File: config.mk
export PLATFORM = sky130hd
export DESIGN_NAME = i2s_master_tx
export DESIGN_NICKNAME = d
export VERILOG_FILES = /design/src/rtl/i2s_master_tx.sv
export SDC_FILE = /design/constraint.sdc
export NUM_CORES = 1
export LEC_CHECK = 0
export BUFFER_PORTS_ARGS = -buffer_cell sky130_fd_sc_hd__buf_4
export CORE_ASPECT_RATIO = 1.4
export CORE_MARGIN = 2
export CORE_UTILIZATION = 28
export DETAILED_ROUTE_END_ITERATION = 8
export GPL_ROUTABILITY_DRIVEN = 0
export HOLD_SLACK_MARGIN = 0.12
export SLEW_MARGIN = 10
export SYNTH_ARGS = -nofsm -noshare
export SYNTH_HDL_FRONTEND = slang
export SYNTH_SLANG_ARGS = --single-unit
File: constraint.sdc
create_clock -name i_mck -period 1.7 [get_ports i_mck]
set_input_delay 0.085 -clock i_mck [delete_from_list [all_inputs] [get_ports i_mck]]
set_output_delay 0.085 -clock i_mck [all_outputs]
set_load 0.02 [all_outputs]
File: src/rtl/i2s_master_tx.sv
// rtl/i2s_master_tx.sv - I2S bus master transmitter
// Derives BCK/WS from MCK and shifts out one stereo frame per WS period.
module i2s_master_tx #(
  parameter int c_DATA_NBITS = 24,
  parameter int P_BCK_HALF   = 2
) (
  input  logic                    i_mck,
  input  logic                    i_rstn,
  input  logic [c_DATA_NBITS-1:0] i_l,
  input  logic [c_DATA_NBITS-1:0] i_r,
  input  logic                    i_valid,
  output logic                    o_ready,
  output logic                    o_bck,
  output logic                    o_ws,
  output logic                    o_sdo,
  output logic                    o_frame_start,
  output logic                    o_underrun
);

  localparam int CW = (P_BCK_HALF > 1) ? $clog2(P_BCK_HALF) : 1;
  localparam int PAD = 32 - c_DATA_NBITS;
  localparam logic [CW-1:0] DIV_LAST = CW'(P_BCK_HALF - 1);

  logic [CW-1:0]           div_cnt;
  logic [5:0]              bit_cnt;
  logic [63:0]             shifter;
  logic [c_DATA_NBITS-1:0] hold_l;
  logic [c_DATA_NBITS-1:0] hold_r;
  logic [31:0]             slot_l;
  logic [31:0]             slot_r;
  logic [63:0]             frame;
  logic                    full;
  logic                    div_wrap;
  logic                    rise;
  logic                    frame_edge;
  logic                    accept;
  logic                    take;

  // The holding register is full exactly when it refuses new pairs.
  assign full       = ~o_ready;
  assign div_wrap   = (div_cnt == DIV_LAST);
  assign rise       = div_wrap && !o_bck;
  assign frame_edge = rise && (bit_cnt == 6'd0);
  assign accept     = i_valid && o_ready;
  assign take       = frame_edge && full;
  assign slot_l     = 32'(hold_l) << PAD;
  assign slot_r     = 32'(hold_r) << PAD;
  assign frame      = {slot_l, slot_r};

  always_ff @(posedge i_mck) begin
    if (!i_rstn) begin
      div_cnt       <= '0;
      bit_cnt       <= '0;
      shifter       <= '0;
      hold_l        <= '0;
      hold_r        <= '0;
      o_ready       <= 1'b1;
      o_bck         <= 1'b0;
      o_ws          <= 1'b0;
      o_sdo         <= 1'b0;
      o_frame_start <= 1'b0;
      o_underrun    <= 1'b0;
    end else begin
      o_frame_start <= 1'b0;
      o_underrun    <= 1'b0;
      div_cnt       <= div_wrap ? '0 : div_cnt + 1'b1;
      if (div_wrap) o_bck <= ~o_bck;

      // WS and the slot MSB change together on the BCK rising edge.
      if (rise) begin
        bit_cnt <= bit_cnt + 6'd1;
        o_ws    <= bit_cnt[5];
        if (frame_edge) begin
          o_frame_start <= 1'b1;
          if (full) begin
            o_sdo   <= frame[63];
            shifter <= {frame[62:0], 1'b0};
          end else begin
            o_sdo      <= 1'b0;
            shifter    <= '0;
            o_underrun <= 1'b1;
          end
        end else begin
          o_sdo   <= shifter[63];
          shifter <= {shifter[62:0], 1'b0};
        end
      end

      // accept and take are exclusive: accept needs the register empty.
      if (accept) begin
        hold_l  <= i_l;
        hold_r  <= i_r;
        o_ready <= 1'b0;
      end else if (take) begin
        o_ready <= 1'b1;
      end
    end
  end

endmodule

==> results.md, run 1 <==
- Final std cells w/o fill: about 900
- Tot GR Track Use: 13.6%
- DR vias/cell: 5.05
- Synthesized flop and latch total: about 120
- Max-slew violations: 0
- Initial Util: 28.5%
- CP Launch Point: bit_cnt[0]$_SDFFE_PN0P_
- Global-route wire length before repair: between 15000 and 20000 um
- Final net count: 730
- WL per Instance: 14.0 um
- Slew headroom: 64.7%
- CTS sink count: 116
- Tot Pwr: 7.35 mW
- Fin crit share: a little over nine tenths
- Final min period: 1.62 ns
- FF-to-FF path depth: 6
- Layout cells sized above 1: between 10% and 20%
- Chip height: 159 um
- Final hold violations: 0
- # diodes: 0
- Antenna violations before repair: 0
- Net Count, Synth: about 640
- Crit path launch type: flop
- Critical Path End Type: flop
- RSZ-0062 raised after global routing: true
- Fin area: between 6000 and 7000 um^2
- End of the critical path: shifter[24]$_SDFFE_PN0P_
- Final wirelength: 12500 um
- Synth Instances: roughly 600
- Crit path required time: between 1.5 and 2 ns
- Slew @ Worst Pin: ~0.53 ns
- FF/Latch Area: roughly 2300 um^2
- Core ar.: roughly 17000 um^2
- Number of flops mapped to enable cells by yosys: 0
- First-pass DRT Iterations: 7
- Clock Skew: around 0.012 ns
- Clk_lat worst skew: 0.42 ns
- IO Count: 57
- Peak supply drop: ~0.55 mV
- DRT iter0 DRCs: slightly below 300
- Yosys Warn Count: 0
- # setup viols final: 0
- Number of H-tree levels: 4
- DP HPWL: roughly 7400 um
- DR vias: around 4.5k
- Synth cell types: 36
- R2r setup slk: ~0.079 ns
- Reg2reg start: bit_cnt[0]$_SDFFE_PN0P_
- Gr ovfl total: 0
- # DRC: 0
- PD cells: 1120 nW/um^2
- Number of fill cells in the layout: approximately 1.7k
- Row cnt: 56
- Footprint of the multi-input gates: around 2100 um^2
- Final ANT Viol Nets: 0
- Worst-path maximum fanout: 27
- Status: finished, final reports clean
- Hold WS: between 0.4 and 0.5 ns
- Pleak: 2.39 nW
- Layout area overhead: 37.7%
- Clk buf depth: 2
- Arr. time, crit path: between 1.5 and 2 ns
- Die footprint: roughly 18000 um^2
- Sequential share of the synthesized area: approximately 50%
- Clock transition at path regs: 0.05 ns
- Cell count after placement: just over 800
- Max_cap viols: 0
- Root Buffer: clkbuf_16
- Most frequent cells in the layout: dfxtp_1 (116), nand2_1 (115), buf_4 (72), a21oi_1 (64)
- Syn_area_per_cell: between 8 and 9 um^2
- Hold/Removal Path Class: reg -> reg
- Fmax: between 600 and 700 MHz
- Async SR Flop Fraction: 0%
- Largest net degree at the start of global routing: 62
- Top FF cell, synth: dfxtp_1
- Placed Area: 5420 um^2
- Post-layout util: 39.2%
- Vias in the first global route: ~4.2k
- Commonest non-fill, non-tap cell in the layout: dfxtp_1
- TritonCTS clock tree: done
- Post-Synthesis Cell Area: between 4000 and 5000 um^2
- Number of port buffers: 56
- Die width: 114 um
- Num CTS Buffers: 17
- FF-to-FF End: shifter[24]$_SDFFE_PN0P_
- Crit path kind: reg -> reg
## final cells by class
cell class,count,area share (%)
timing repair buffer,134,19.2
clock inverter,12,2.02
sequential,116,35.3
multi-input combinational,404,32.6
clock buffer,19,6.74
inverter,4,0.228
tap,203,3.86
## cell families (layout without fill, tap and decap cells)
family | count (synthesis) | in the layout | share of synthesized area, %
xor+xnor | 1 | 1 | 0.183
simple gates | 183 | 183 | 18.0
fa+ha+maj | 2 | 2 | 0.524
buf+inv | 65 | 169 | 6.81
compound gates | 218 | 218 | 25.8
flops | 116 | 116 | 48.6
## per-stage QoR
step / TNS [ns] / worst slack, ns
6_report: 0 / 0.0794
5_1_grt: -0.0923 / -0.0259
4_1_cts: 0 / 0.0292
3_5_place_dp: 0 / 0.0533
3_3_place_gp: 0 / 0.0814
2_1_floorplan: 0 / 0.0940
## what timing repair did
item	4_1_cts	5_1_grt
hold buffers	50	0
buffers inserted	0	2
hold endpoints to repair	72	0
endpoints found under the setup margin	0	30
resized for setup	0	6
## where the power goes
part           switching (mW)  internal [mW]  total (mW)
Sequential             0.0948           2.89        2.99
Clock                    1.26           2.18        3.44
Combinational           0.489          0.424       0.913
Total                    1.84           5.50        7.35
## Yosys cell counts, types with 2 or more instances
| cell type | n | area (um^2) |
|---|---|---|
| dfxtp_1 | 116 | 2320 |
| nand2_1 | 115 | 432 |
| a21oi_1 | 64 | 320 |
| o21ai_0 | 52 | 260 |
| nand4_1 | 48 | 300 |
| a31oi_1 | 47 | 294 |
| o21ai_1 | 41 | 205 |
| clkbuf_1 | 32 | 120 |
| buf_2 | 15 | 75.1 |
| o211ai_2 | 8 | 100 |
| buf_6 | 5 | 56.3 |
| clkbuf_2 | 4 | 20.0 |
| nor2_1 | 4 | 15.0 |
| o21ai_2 | 4 | 35.0 |
| buf_1 | 3 | 11.3 |
| ha_1 | 2 | 25.0 |
| inv_1 | 2 | 7.51 |
| nand2b_1 | 2 | 12.5 |
| nor2b_1 | 2 | 12.5 |
| nor3_1 | 2 | 10.0 |
| or3_1 | 2 | 12.5 |
## critical path: stages, from the launching register on
cell and delay (ns):
dfxtp_1 0.31, inv_1 0.07, ha_1 0.17, or3b_4 0.43
clkbuf_16 0.23, o21ai_1 0.15, a31oi_1 0.11
## metal layers
metal | GRT usage (%) | up-vias | routed length (um)
li1 | - | 2305 | -
met1 | 16.0 | 2093 | 5350
met2 | 24.0 | 89 | 6410
met3 | 2.97 | 14 | 540
met4 | 5.34 | 0 | 217
met5 | 0 | - | 0
## flip-flops by register name, indices dropped and copies added (netlist names)
| name | cells |
|---|---|
| bit_cnt | 6 |
| div_cnt | 1 |
| hold_l | 24 |
| hold_r | 24 |
| o_bck | 1 |
| o_frame_start | 1 |
| o_ready | 1 |
| o_sdo | 1 |
| o_underrun | 1 |
| o_ws | 1 |
| shifter | 55 |
## worst min-delay path by stage
stage / from / endpoint / slack, ns / cells past startpoint
after detailed placement: i_r[0] / hold_r[0]$_SDFFE_PN0P_ / 0.34 / 3
after CTS: i_r[0] / hold_r[0]$_SDFFE_PN0P_ / 0.45 / 4
after floorplan: i_r[0] / hold_r[0]$_SDFFE_PN0P_ / 0.22 / 2
after global routing: o_ws$_SDFFE_PN0P_ / o_ws$_SDFFE_PN0P_ / 0.47 / 2
after global placement: i_r[0] / hold_r[0]$_SDFFE_PN0P_ / 0.34 / 3
final: hold_r[0]$_SDFFE_PN0P_ / hold_r[0]$_SDFFE_PN0P_ / 0.45 / 2
(Power assumes the default switching activity.)
==> run 2, diff against run 1 <==
--- a/config.mk
+++ b/config.mk
@@ -5,6 +5,7 @@
 export SDC_FILE = /design/constraint.sdc
 export NUM_CORES = 1
 export LEC_CHECK = 0
+export ABC_AREA = 1
 export BUFFER_PORTS_ARGS = -buffer_cell sky130_fd_sc_hd__buf_4
 export CORE_ASPECT_RATIO = 1.4
 export CORE_MARGIN = 2
==> run 2 against run 1 <==
Compared with the run above: sequential cell count is the same; area after synthesis up 1.3%; global-route usage grew 0.36 points; register-to-register slack better by 0.17 ns; sequential share of layout area up 0.088 points; maximum frequency increased by 9.2%; worst hold slack lost 0.25 ns; count of clock-buffer cells in the layout rose by 1; first-iteration DRC count is 19% lower; sequential power grew 1%; largest cell class unchanged; largest power group unchanged.
==> results.md, run 2 <==
- Status: finished, final reports clean
- Async SR Flop Fraction: 0%
- Pleak: between 2 and 3 nW
- Area leader, netlist: dfxtp_1
- Count leader, synth: o21ai_0
- Vias in the first global route: around 4.3k
- Clock transition at path regs: about 0.050 ns
- Core ar.: roughly 17000 um^2
- Tot GR Track Use: between 10 and 15%
- Die width: approximately 120 um
- Internal power: 5.79 mW
- Final min period: between 1 and 1.5 ns
- DP HPWL: between 7000 and 8000 um
- Syn_area_per_cell: between 7 and 8 um^2
- CTS sink count: ~120
- Layout cells sized above 1: about a fifth
- Worst path max stage delay: between 0.5 and 0.6 ns
- Gr ovfl total: 0
- Root Buffer: clkbuf_16
- PD cells: 1180 nW/um^2
- PostCTS Resize Cnt: 0
- Post-CTS setup buffers: 0
- Final ANT Viol Nets: 0
- WL per Instance: approximately 13 um
- Layout area overhead: 35.5%
- Max-slew violations: 0
- # DRC: 0
- Clock Skew: about 0.017 ns
- Worst-path cell chain: dlygate4sd3_1 > buf_4 > clkinv_1 > a21oi_1 > o21ai_1
- Clk_lat worst skew: around 0.42 ns
- Slew @ Worst Pin: 0.492 ns
- Post-Synthesis Cell Area: approximately 4800 um^2
- Fmax: between 600 and 700 MHz
- Crit path kind: in -> reg
- Crit path max-delay family: buffers and inverters
- Post-synth top area share: around 48%
- Top cells by area, synth: dfxtp_1 (48%), o21ai_0 (12%), a21oi_1 (7.4%), nor2_1 (7.4%), nand2_1 (4.2%)
- Peak supply drop: between 0.5 and 0.6 mV
- Number of port buffers: 56
- Biggest register: shifter
- TritonCTS clock tree: done
- Yosys Warn Count: 0
- Num CTS Buffers: 17
- Most frequent cells in the layout: o21ai_0 (119), dfxtp_1 (116), nor2_1 (95), a21oi_1 (72), buf_4 (71)
- # diodes: 0
- DRT iter0 DRCs: about 240
- Synth cell types: 27
- Sw frac: between 20% and 30%
- Clk buf depth: 2
- Top FF cell, synth: dfxtp_1
- Arr. time, crit path: about 1.8 ns
- First-pass DRT Iterations: 5
- Largest regs: shifter: 55 flops, hold_l: 24 flops, hold_r: 24 flops
- TNS Setup: 0 ns
- Global-route wire length before repair: 20700 um
- Crit path required time: 2.00 ns
- # setup viols final: 0
- Fin area: between 6000 and 7000 um^2
- FF-to-FF path depth: 7
- Net Count, Synth: 685
- Critical Path End Type: flop
- Synth Instances: between 600 and 700
- Number of flops mapped to enable cells by yosys: 0
- RSZ-0062 raised after global routing: false
- Sequential power share: 39.1%
- Final net count: about 780
- Slowest CP cell: dlygate4sd3_1
- Hold buffers post-CTS: a little over 50
- Worst-path maximum fanout: 35
- P_sw: ~1.9 mW
- Hold_sp: i_valid
- Post-synth top cells: o21ai_0 (119), dfxtp_1 (116), nor2_1 (95)
- Hold/Removal Path Class: in -> reg
- Reg2reg start: bit_cnt[0]$_SDFFE_PN0P_
- Worst Hold Path EP: hold_r[2]$_SDFFE_PN0P_
- Largest net degree at the start of global routing: 49
- Max_cap viols: 0
- FF-to-FF End: shifter[29]$_SDFFE_PN0P_
- Die footprint: 18400 um^2
- Synthesized flop and latch total: between 100 and 150
- Slew headroom: 67.0%
- Gate power share: 13.3%
- Max reg flops: 55
- Hold depth: 4
- Chip height: 160 um
- DR vias/cell: about 4.7
- Number of H-tree levels: 4
- Crit path launch type: input pin
- Initial Util: between 20% and 30%
- Fin crit share: approximately 87%
- Post-layout util: approximately two fifths
- Worst Path Buf+Inv: 3
- Clock share of power: between 40 and 50%
- Sequential share of the synthesized area: 48.0%
- IO Count: between 50 and 60
- Final wirelength: roughly 12000 um
- R2r setup slk: 0.25 ns
- Antenna violations before repair: 0
- Commonest non-fill, non-tap cell in the layout: o21ai_0
- Placed Area: 5430 um^2
- Row cnt: 56
- Number of fill cells in the layout: between 1.5k and 2k
- Final hold violations: 0
- Tot Pwr: 7.73 mW
- DR vias: about 4.4k
## run 2: cell count changes in the layout (fill, tap and decap cells not counted), sizes merged, moves of 9 or more
cell    previous run  this run
a31oi             47         0
inv                4        24
nand2            115        57
nand3              1        23
nand3b             1        10
nand4             48        27
nor2               4        97
o21ai             97       120
or2                1        25
## run 2: through the flow
stage          instances  setup slack [ns]  hold slack [ns]
2_1_floorplan        632             0.382            0.252
3_3_place_gp         856             0.284            0.338
3_5_place_dp         856             0.254            0.340
4_1_cts              939             0.178            0.198
5_1_grt              939            0.0349            0.265
6_report             939             0.216            0.197
## run 2: power groups by stage
stage	combinational, mW	clock (mW)	sequential [mW]
3_5_place_dp	0.950	0	3.08
4_1_cts	1.05	3.75	3.03
2_1_floorplan	0.654	0	3.07
5_1_grt	1.18	3.87	3.05
6_report	1.03	3.67	3.03
3_3_place_gp	0.942	0	3.08
## run 2: how the worst max path moves through the flow
stage | from | endpoint | slack [ns] | cells past startpoint
6_report | i_rstn | o_ready$_SDFFE_PN1P_ | 0.22 | 5
5_1_grt | i_rstn | bit_cnt[3]$_SDFFE_PN0P_ | 0.03 | 5
4_1_cts | i_rstn | o_ready$_SDFFE_PN1P_ | 0.18 | 5
3_5_place_dp | bit_cnt[0]$_SDFFE_PN0P_ | shifter[11]$_SDFFE_PN0P_ | 0.25 | 7
3_3_place_gp | bit_cnt[0]$_SDFFE_PN0P_ | shifter[31]$_SDFFE_PN0P_ | 0.28 | 7
2_1_floorplan | o_bck$_SDFFE_PN0P_ | shifter[44]$_SDFFE_PN0P_ | 0.38 | 7
## run 2: layout make-up
class	count	area (um^2)	share of cell area [%]
inverter	25	93.8	1.43
multi-input combinational	437	2140	32.7
clock buffer	20	467	7.12
clock inverter	12	153	2.33
sequential	116	2320	35.4
timing repair buffer	126	1120	17.1
tap	203	254	3.87
## run 2: worst min-delay path: stages
cell and delay [ns]:
buf_4 0.13, nand2_2 0.15, o21ai_0 0.12, nor2_1 0.08
## run 2: logic make-up after synthesis
| kind of cell | count (synthesis) | share of synthesized area [%] |
|---|---|---|
| and+or+nand+nor | 242 | 23.8 |
| adders and majority gates | 2 | 0.517 |
| buffers and inverters | 79 | 7.68 |
| DFF | 116 | 48.0 |
| AOI/OAI and AO/OA | 193 | 20.0 |
## run 2: layer usage
metal | up-vias | wire length (um) | track usage, %
li1 | 2310 | - | -
met3 | 13 | 279 | 3.20
met4 | 0 | 174 | 5.09
met1 | 2026 | 5470 | 17.4
met2 | 71 | 6010 | 23.2
met5 | - | 0 | 0
